File: src/rtl/facto_core_q.sv
// facto_core_q: bus-mapped factorial engine with an operand queue and a
// result queue. Each queued n is turned into n! mod 2^RES_W, using one
// multiply per cycle. A per-result overflow flag goes with each result, and
// a maskable level interrupt is raised when the batch drains.
//
// Bus semantics: there is no valid/ready pair. A write is taken at the clk
// edge where s_sel & s_wr is high; every write completes in that cycle.
// A read is combinational: while s_sel & !s_wr is high, s_dout shows the
// addressed register. Unmapped offsets read 0 and ignore writes.
module facto_core_q #(
    parameter logic [15:0] BASE_ADDR = 16'h7000,
    parameter int          OPW       = 8,
    parameter int          RES_W     = 64,
    parameter int          DEPTH     = 4
) (
    input  logic        clk,
    input  logic        reset_n,
    input  logic        s_sel,
    input  logic        s_wr,
    input  logic [15:0] s_addr,
    input  logic [63:0] s_din,
    output logic [63:0] s_dout,
    output logic        interrupt,
    output logic [1:0]  o_dbg_state
);

    localparam int         PW      = (DEPTH > 1) ? $clog2(DEPTH) : 1;
    localparam int         PRODW   = RES_W + OPW;
    localparam logic [7:0] DEPTH_C = 8'(DEPTH);

    typedef enum logic [1:0] {S_IDLE = 2'd0, S_LOAD = 2'd1, S_MUL = 2'd2, S_STORE = 2'd3} state_t;

    state_t              r_state, w_state_nxt;
    logic [OPW-1:0]      r_op_mem  [DEPTH];
    logic [RES_W:0]      r_res_mem [DEPTH];
    logic [PW-1:0]       r_op_wptr, r_op_rptr, r_res_wptr, r_res_rptr;
    logic [7:0]          r_op_cnt, r_res_cnt;
    logic [RES_W-1:0]    r_acc;
    logic [OPW-1:0]      r_k;
    logic                r_f, r_run, r_done, r_ovf, r_err, r_inten, r_irq;

    logic                w_hit, w_wr, w_rd;
    logic [7:0]          w_off;
    logic                w_start_ok, w_clear, w_inten_wr, w_op_wr, w_pop_wr;
    logic                w_op_empty, w_op_full, w_res_empty, w_res_full;
    logic                w_op_push, w_op_pop, w_res_push, w_res_pop, w_busy;
    logic [PRODW-1:0]    w_prod;
    logic [RES_W-1:0]    w_head_res;
    logic                w_head_flag;
    logic                w_unused_din;

    function automatic logic [PW-1:0] f_inc(input logic [PW-1:0] p);
        return (p == PW'(DEPTH - 1)) ? '0 : p + PW'(1);
    endfunction

    // Address decode and register strobes.
    assign w_hit        = s_sel && (s_addr[15:8] == BASE_ADDR[15:8]);
    assign w_wr         = w_hit && s_wr;
    assign w_rd         = w_hit && !s_wr;
    assign w_off        = s_addr[7:0];
    assign w_busy       = (r_state != S_IDLE) || r_run;
    assign w_start_ok   = w_wr && (w_off == 8'h00) && s_din[0] && !w_busy;
    assign w_clear      = w_wr && (w_off == 8'h08) && s_din[0];
    assign w_inten_wr   = w_wr && (w_off == 8'h18);
    assign w_op_wr      = w_wr && (w_off == 8'h20);
    assign w_pop_wr     = w_wr && (w_off == 8'h38) && s_din[0];
    assign w_unused_din = ^s_din[63:OPW];

    // Queue status. A push into a full operand queue is dropped even when
    // the engine pops in the same cycle; a result push may use a same-cycle pop.
    assign w_op_empty  = (r_op_cnt == 8'd0);
    assign w_op_full   = (r_op_cnt == DEPTH_C);
    assign w_res_empty = (r_res_cnt == 8'd0);
    assign w_res_full  = (r_res_cnt == DEPTH_C);
    assign w_op_push   = w_op_wr && !w_op_full;
    assign w_op_pop    = (r_state == S_LOAD) && !w_op_empty;
    assign w_res_pop   = w_pop_wr && !w_res_empty;
    assign w_res_push  = (r_state == S_STORE) && (!w_res_full || w_res_pop);
    assign w_prod      = PRODW'(r_acc) * PRODW'(r_k);
    assign w_head_res  = w_res_empty ? '0 : r_res_mem[r_res_rptr][RES_W-1:0];
    assign w_head_flag = w_res_empty ? 1'b0 : r_res_mem[r_res_rptr][RES_W];
    assign interrupt   = r_irq;
    assign o_dbg_state = r_state;

    // FSM state register.
    always_ff @(posedge clk or negedge reset_n) begin
        if (!reset_n) r_state <= S_IDLE;
        else          r_state <= w_state_nxt;
    end

    // FSM next-state: IDLE -> LOAD -> MUL (max(n,1) cycles) -> STORE -> LOAD/IDLE.
    always_comb begin
        w_state_nxt = r_state;
        case (r_state)
            S_IDLE:  if (r_run && !w_op_empty) w_state_nxt = S_LOAD;
            S_LOAD:  w_state_nxt = S_MUL;
            S_MUL:   if (r_k <= OPW'(1)) w_state_nxt = S_STORE;
            S_STORE: if (w_res_push) w_state_nxt = w_op_empty ? S_IDLE : S_LOAD;
            default: w_state_nxt = S_IDLE;
        endcase
        if (w_clear) w_state_nxt = S_IDLE;
    end

    // Engine datapath and control/status flags.
    always_ff @(posedge clk or negedge reset_n) begin
        if (!reset_n) begin
            r_acc <= '0; r_k <= '0; r_f <= 1'b0;
            r_run <= 1'b0; r_done <= 1'b0; r_ovf <= 1'b0; r_err <= 1'b0;
            r_inten <= 1'b0; r_irq <= 1'b0;
        end else begin
            r_irq <= r_done && r_inten;
            if (w_inten_wr) r_inten <= s_din[0];
            if (w_clear) begin
                r_run <= 1'b0; r_done <= 1'b0; r_ovf <= 1'b0; r_err <= 1'b0;
            end else begin
                if (w_start_ok) begin
                    r_run  <= 1'b1;
                    r_done <= 1'b0;
                end
                if (w_op_wr && w_op_full) r_err <= 1'b1;
                case (r_state)
                    S_LOAD: begin
                        r_acc <= RES_W'(1);
                        r_k   <= r_op_mem[r_op_rptr];
                        r_f   <= 1'b0;
                    end
                    S_MUL: if (r_k > OPW'(1)) begin
                        r_acc <= w_prod[RES_W-1:0];
                        r_f   <= r_f | (|w_prod[PRODW-1:RES_W]);
                        r_k   <= r_k - OPW'(1);
                    end
                    S_STORE: if (w_res_push) begin
                        r_ovf <= r_ovf | r_f;
                        if (w_op_empty) begin
                            r_run  <= 1'b0;
                            r_done <= 1'b1;
                        end
                    end
                    default: ;
                endcase
            end
        end
    end

    // Queue storage; contents are don't-care while the count says empty.
    always_ff @(posedge clk) begin
        if (w_op_push)  r_op_mem[r_op_wptr]   <= s_din[OPW-1:0];
        if (w_res_push) r_res_mem[r_res_wptr] <= {r_f, r_acc};
    end

    // Queue pointers and occupancy counts.
    always_ff @(posedge clk or negedge reset_n) begin
        if (!reset_n) begin
            r_op_wptr <= '0; r_op_rptr <= '0; r_op_cnt <= '0;
            r_res_wptr <= '0; r_res_rptr <= '0; r_res_cnt <= '0;
        end else if (w_clear) begin
            r_op_wptr <= '0; r_op_rptr <= '0; r_op_cnt <= '0;
            r_res_wptr <= '0; r_res_rptr <= '0; r_res_cnt <= '0;
        end else begin
            if (w_op_push)  r_op_wptr  <= f_inc(r_op_wptr);
            if (w_op_pop)   r_op_rptr  <= f_inc(r_op_rptr);
            if (w_res_push) r_res_wptr <= f_inc(r_res_wptr);
            if (w_res_pop)  r_res_rptr <= f_inc(r_res_rptr);
            case ({w_op_push, w_op_pop})
                2'b10:   r_op_cnt <= r_op_cnt + 8'd1;
                2'b01:   r_op_cnt <= r_op_cnt - 8'd1;
                default: ;
            endcase
            case ({w_res_push, w_res_pop})
                2'b10:   r_res_cnt <= r_res_cnt + 8'd1;
                2'b01:   r_res_cnt <= r_res_cnt - 8'd1;
                default: ;
            endcase
        end
    end

    // Combinational read mux.
    always_comb begin
        s_dout = '0;
        if (w_rd) begin
            case (w_off)
                8'h10:   s_dout = {40'd0, r_res_cnt, r_op_cnt, 4'd0, r_err, r_ovf, r_done, w_busy};
                8'h18:   s_dout = {63'd0, r_inten};
                8'h28:   s_dout = {63'd0, w_head_flag};
                8'h30:   s_dout = 64'(w_head_res);
                default: s_dout = '0;
            endcase
        end
    end

endmodule
File: config.mk
export PLATFORM = sky130hd
export DESIGN_NAME = facto_core_q
export DESIGN_NICKNAME = d
export VERILOG_FILES = /design/src/rtl/facto_core_q.sv
export SDC_FILE = /design/constraint.sdc
export NUM_CORES = 2
export LEC_CHECK = 0
export CELL_PAD_IN_SITES_DETAIL_PLACEMENT = 1
export CELL_PAD_IN_SITES_GLOBAL_PLACEMENT = 2
export CORE_ASPECT_RATIO = 0.7
export CORE_UTILIZATION = 40
export CTS_BUF_LIST = sky130_fd_sc_hd__clkbuf_16
export DETAILED_ROUTE_END_ITERATION = 6
export DONT_BUFFER_PORTS = 1
export GPL_ROUTABILITY_DRIVEN = 0
export PLACE_DENSITY_LB_ADDON = 0.1
export SLEW_MARGIN = 30
export SYNTH_ARGS = -nofsm -noshare
export SYNTH_HDL_FRONTEND = slang
export SYNTH_SLANG_ARGS = --single-unit
File: constraint.sdc
create_clock -name clk -period 9.75 [get_ports clk]
set_input_delay 1.95 -clock clk [delete_from_list [all_inputs] [get_ports clk]]
set_output_delay 1.95 -clock clk [all_outputs]
set_load 0.005 [all_outputs]
==> run metrics <==
Unique masters post-synth 84; grt ovf 0; status finished, final reports clean; Max Freq between 100 and 150 MHz; Util after Layout between 40 and 50%; Starting Density around two fifths; dpl hpwl ~67000 µm; DRT Pass-1 Iters 4; most common cell after layout, fill and taps aside and2_1; fin crit share 72.52%; area of the multi-input gates ~0.019 mm²; die height between 200 and 250 µm; largest net degree at the start of global routing 106; I/O pins roughly 150; P_leak 0.01515 µW; CTS tree done; clock sinks about 400; PortBufs 0; htree depth 2; VDD IR-drop max 0.1884 mV; Final TNS setup 0 ns; Final Hold Vio Count 0; postcts setup bufs 0; Seq. cell area ~0.011 mm²; routed len/inst about 24 µm; Area Overhead vs Synth 7.610%; CP max FO 35; fillcell total roughly 8.4k; Syn Inst Count 2851; Crit path arrival time 7.50 ns; via count roughly 21k; hold_ws just over 0.5 ns; Iter 0 DRT Violations roughly 1.2k; Global Route Usage Sum a little under a quarter; Power Density about 260 mW/mm²; CTS max path bufs 3; Placed Cells 3788; CTS clk-pin slew, worst paths ~0.06 ns; maxcap violations 0; Post-Synthesis Net Count approximately 3.4k; Area after DPL roughly 0.033 mm²; EDFF count, synth between 200 and 300; Finished Cell Area 0.03478 mm²; Req. time, crit path ~10 ns; antenna viol nets, final 0; Final Setup Violations 0; Critical Path Source Type register; Min-Delay Path Class register to register; Layout Cells excl Fill around 3.9k; die area 0.08197 mm²; CP Capture Type register; first-pass GRT wire length 148100 µm; slew margin rel. between 40% and 50%; clock latency on the worst-skew pair just over 0.6 ns; most frequent cells in the layout 430 x and2_1, 374 x fa_1, 311 x inv_1, 292 x edfxtp_1, 232 x nand2_1; fraction of registers with async set/reset 26.45%; Die X 341.8 µm; vias in the first global route approximately 24k; Max Slew Vio Count 0; initial antenna violation count 6; layout cells sized above 1 under 10%; RSZ-0062 raised after global routing false; # hold bufs at CTS 0; Root Buffer clkbuf_16; slew at the pin closest to its max-slew limit 0.8992 ns; WS Path Type register to register; CORE AREA 0.07930 mm²; Post-Syn Area 0.03232 mm²; post-CTS sizing 0; DRC 0; clock skew 0.04584 ns; #FFs+latches synth between 300 and 400; Final #Nets between 3k and 4k; yosys warns 0; Min Clock Period, post-route around 7.1 ns; final WL around 93000 µm; vias per cell roughly 5.5; sequential element share of the synthesized area 35.26%; Primary FF master, synth edfxtp_1; FP Rows 86; TritonCTS buffer count 47; Avg Cell Area, Syn around 11 µm²
[sequential cells by signal (all words and copies together) (netlist names)]
signal       cells
r_op_cnt         8
r_res_mem      260
r_res_rptr       2
r_err            1
o_dbg_state      2
r_f              1
r_acc           64
r_done           1
r_inten          1
r_res_wptr       2
r_op_mem        32
r_run            1
r_res_cnt        8
r_ovf            1
r_op_wptr        2
r_k              8
interrupt        1
r_op_rptr        2
[cells in the mapped netlist, types with 22 or more instances]
| master | count | area share (%) |
|---|---|---|
| a21o_1 | 29 | 0.67 |
| clkbuf_1 | 111 | 1.3 |
| o21ai_0 | 97 | 1.5 |
| and2_1 | 436 | 8.4 |
| a22oi_1 | 22 | 0.51 |
| nor2_1 | 101 | 1.2 |
| xnor2_1 | 43 | 1.2 |
| dfrtp_1 | 105 | 8.1 |
| xor2_1 | 34 | 0.92 |
| and3_1 | 59 | 1.1 |
| ha_1 | 121 | 4.7 |
| inv_1 | 300 | 3.5 |
| edfxtp_1 | 292 | 27 |
| nand4_1 | 23 | 0.45 |
| a21oi_1 | 120 | 1.9 |
| mux4_2 | 73 | 5.1 |
| fa_1 | 374 | 23 |
| nand2_1 | 232 | 2.7 |
[metal layers]
layer | up-vias | GRT usage (%) | wire length (µm)
met5 | - | 0 | 0
met4 | 0 | 4.566 | 1384
met3 | 77 | 2.302 | 3192
met2 | 345 | 36.77 | 41470
met1 | 11570 | 35.87 | 47060
li1 | 9457 | - | -
[area by class of cell]
| class | count | area share, % |
|---|---|---|
| Multi-Input combinational cell | 2014 | 55.26 |
| Clock inverter | 41 | 1.043 |
| Sequential cell | 397 | 32.81 |
| Clock buffer | 47 | 3.381 |
| Timing Repair Buffer | 21 | 0.4640 |
| Inverter | 300 | 3.237 |
| Tap cell | 1056 | 3.799 |
| Antenna cell | 1 | 0.007194 |
[kinds of logic (layout without fill, tap and decap cells)]
group / Yosys count / count (layout) / synth area share [%]
DFF: 397 / 397 / 35.26
buffers and inverters: 440 / 409 / 5.384
other: 0 / 1 / 0
xor gates and xnor gates: 77 / 77 / 2.086
muxes: 92 / 92 / 5.682
AOI/OAI and AO/OA: 405 / 405 / 8.001
and+or+nand+nor: 945 / 945 / 15.74
adders and majority gates: 495 / 495 / 27.85
[report_power, final]
group / internal, µW / switching, µW
clock network: 976 / 778
registers: 2260 / 576
logic: 1600 / 2730
total: 4830 / 4080
[critical path: stages (launching register included)]
cell and delay [ns]:
dfrtp_2 0.91, buf_4 0.53, and2_1 0.23, fa_1 0.43, fa_1 0.59, fa_1 0.43, fa_1 0.45, ha_1 0.40
a21oi_1 0.24, o21ai_0 0.14, a311oi_1 0.45, o311ai_1 0.23, a22oi_1 0.65, o21ai_1 0.32, a21boi_0 0.28, mux2i_1 0.12
nor4_1 0.34, a21oi_1 0.11
[final timing paths]
path                            startpoint           end  depth (start not counted)  slack [ns]
worst min-delay path               r_inten     interrupt                          1        0.51
worst max-delay path                r_k[2]           r_f                         17        2.68
worst min register to register     r_inten     interrupt                          1        0.51
max in group asynchronous          reset_n     r_acc[59]                          0        8.36
min in group asynchronous          reset_n  r_res_cnt[7]                          0        1.04
worst max register to register      r_k[2]           r_f                         17        2.68
[through the flow]
stage	power (µW)	worst slack, ns
after floorplan	5738	4.078
after global placement	7037	2.852
after detailed placement	7182	2.756
after CTS	8993	2.713
after global routing	9593	2.242
final	8911	2.679
No activity file was read; power rests on OpenSTA's default activity.
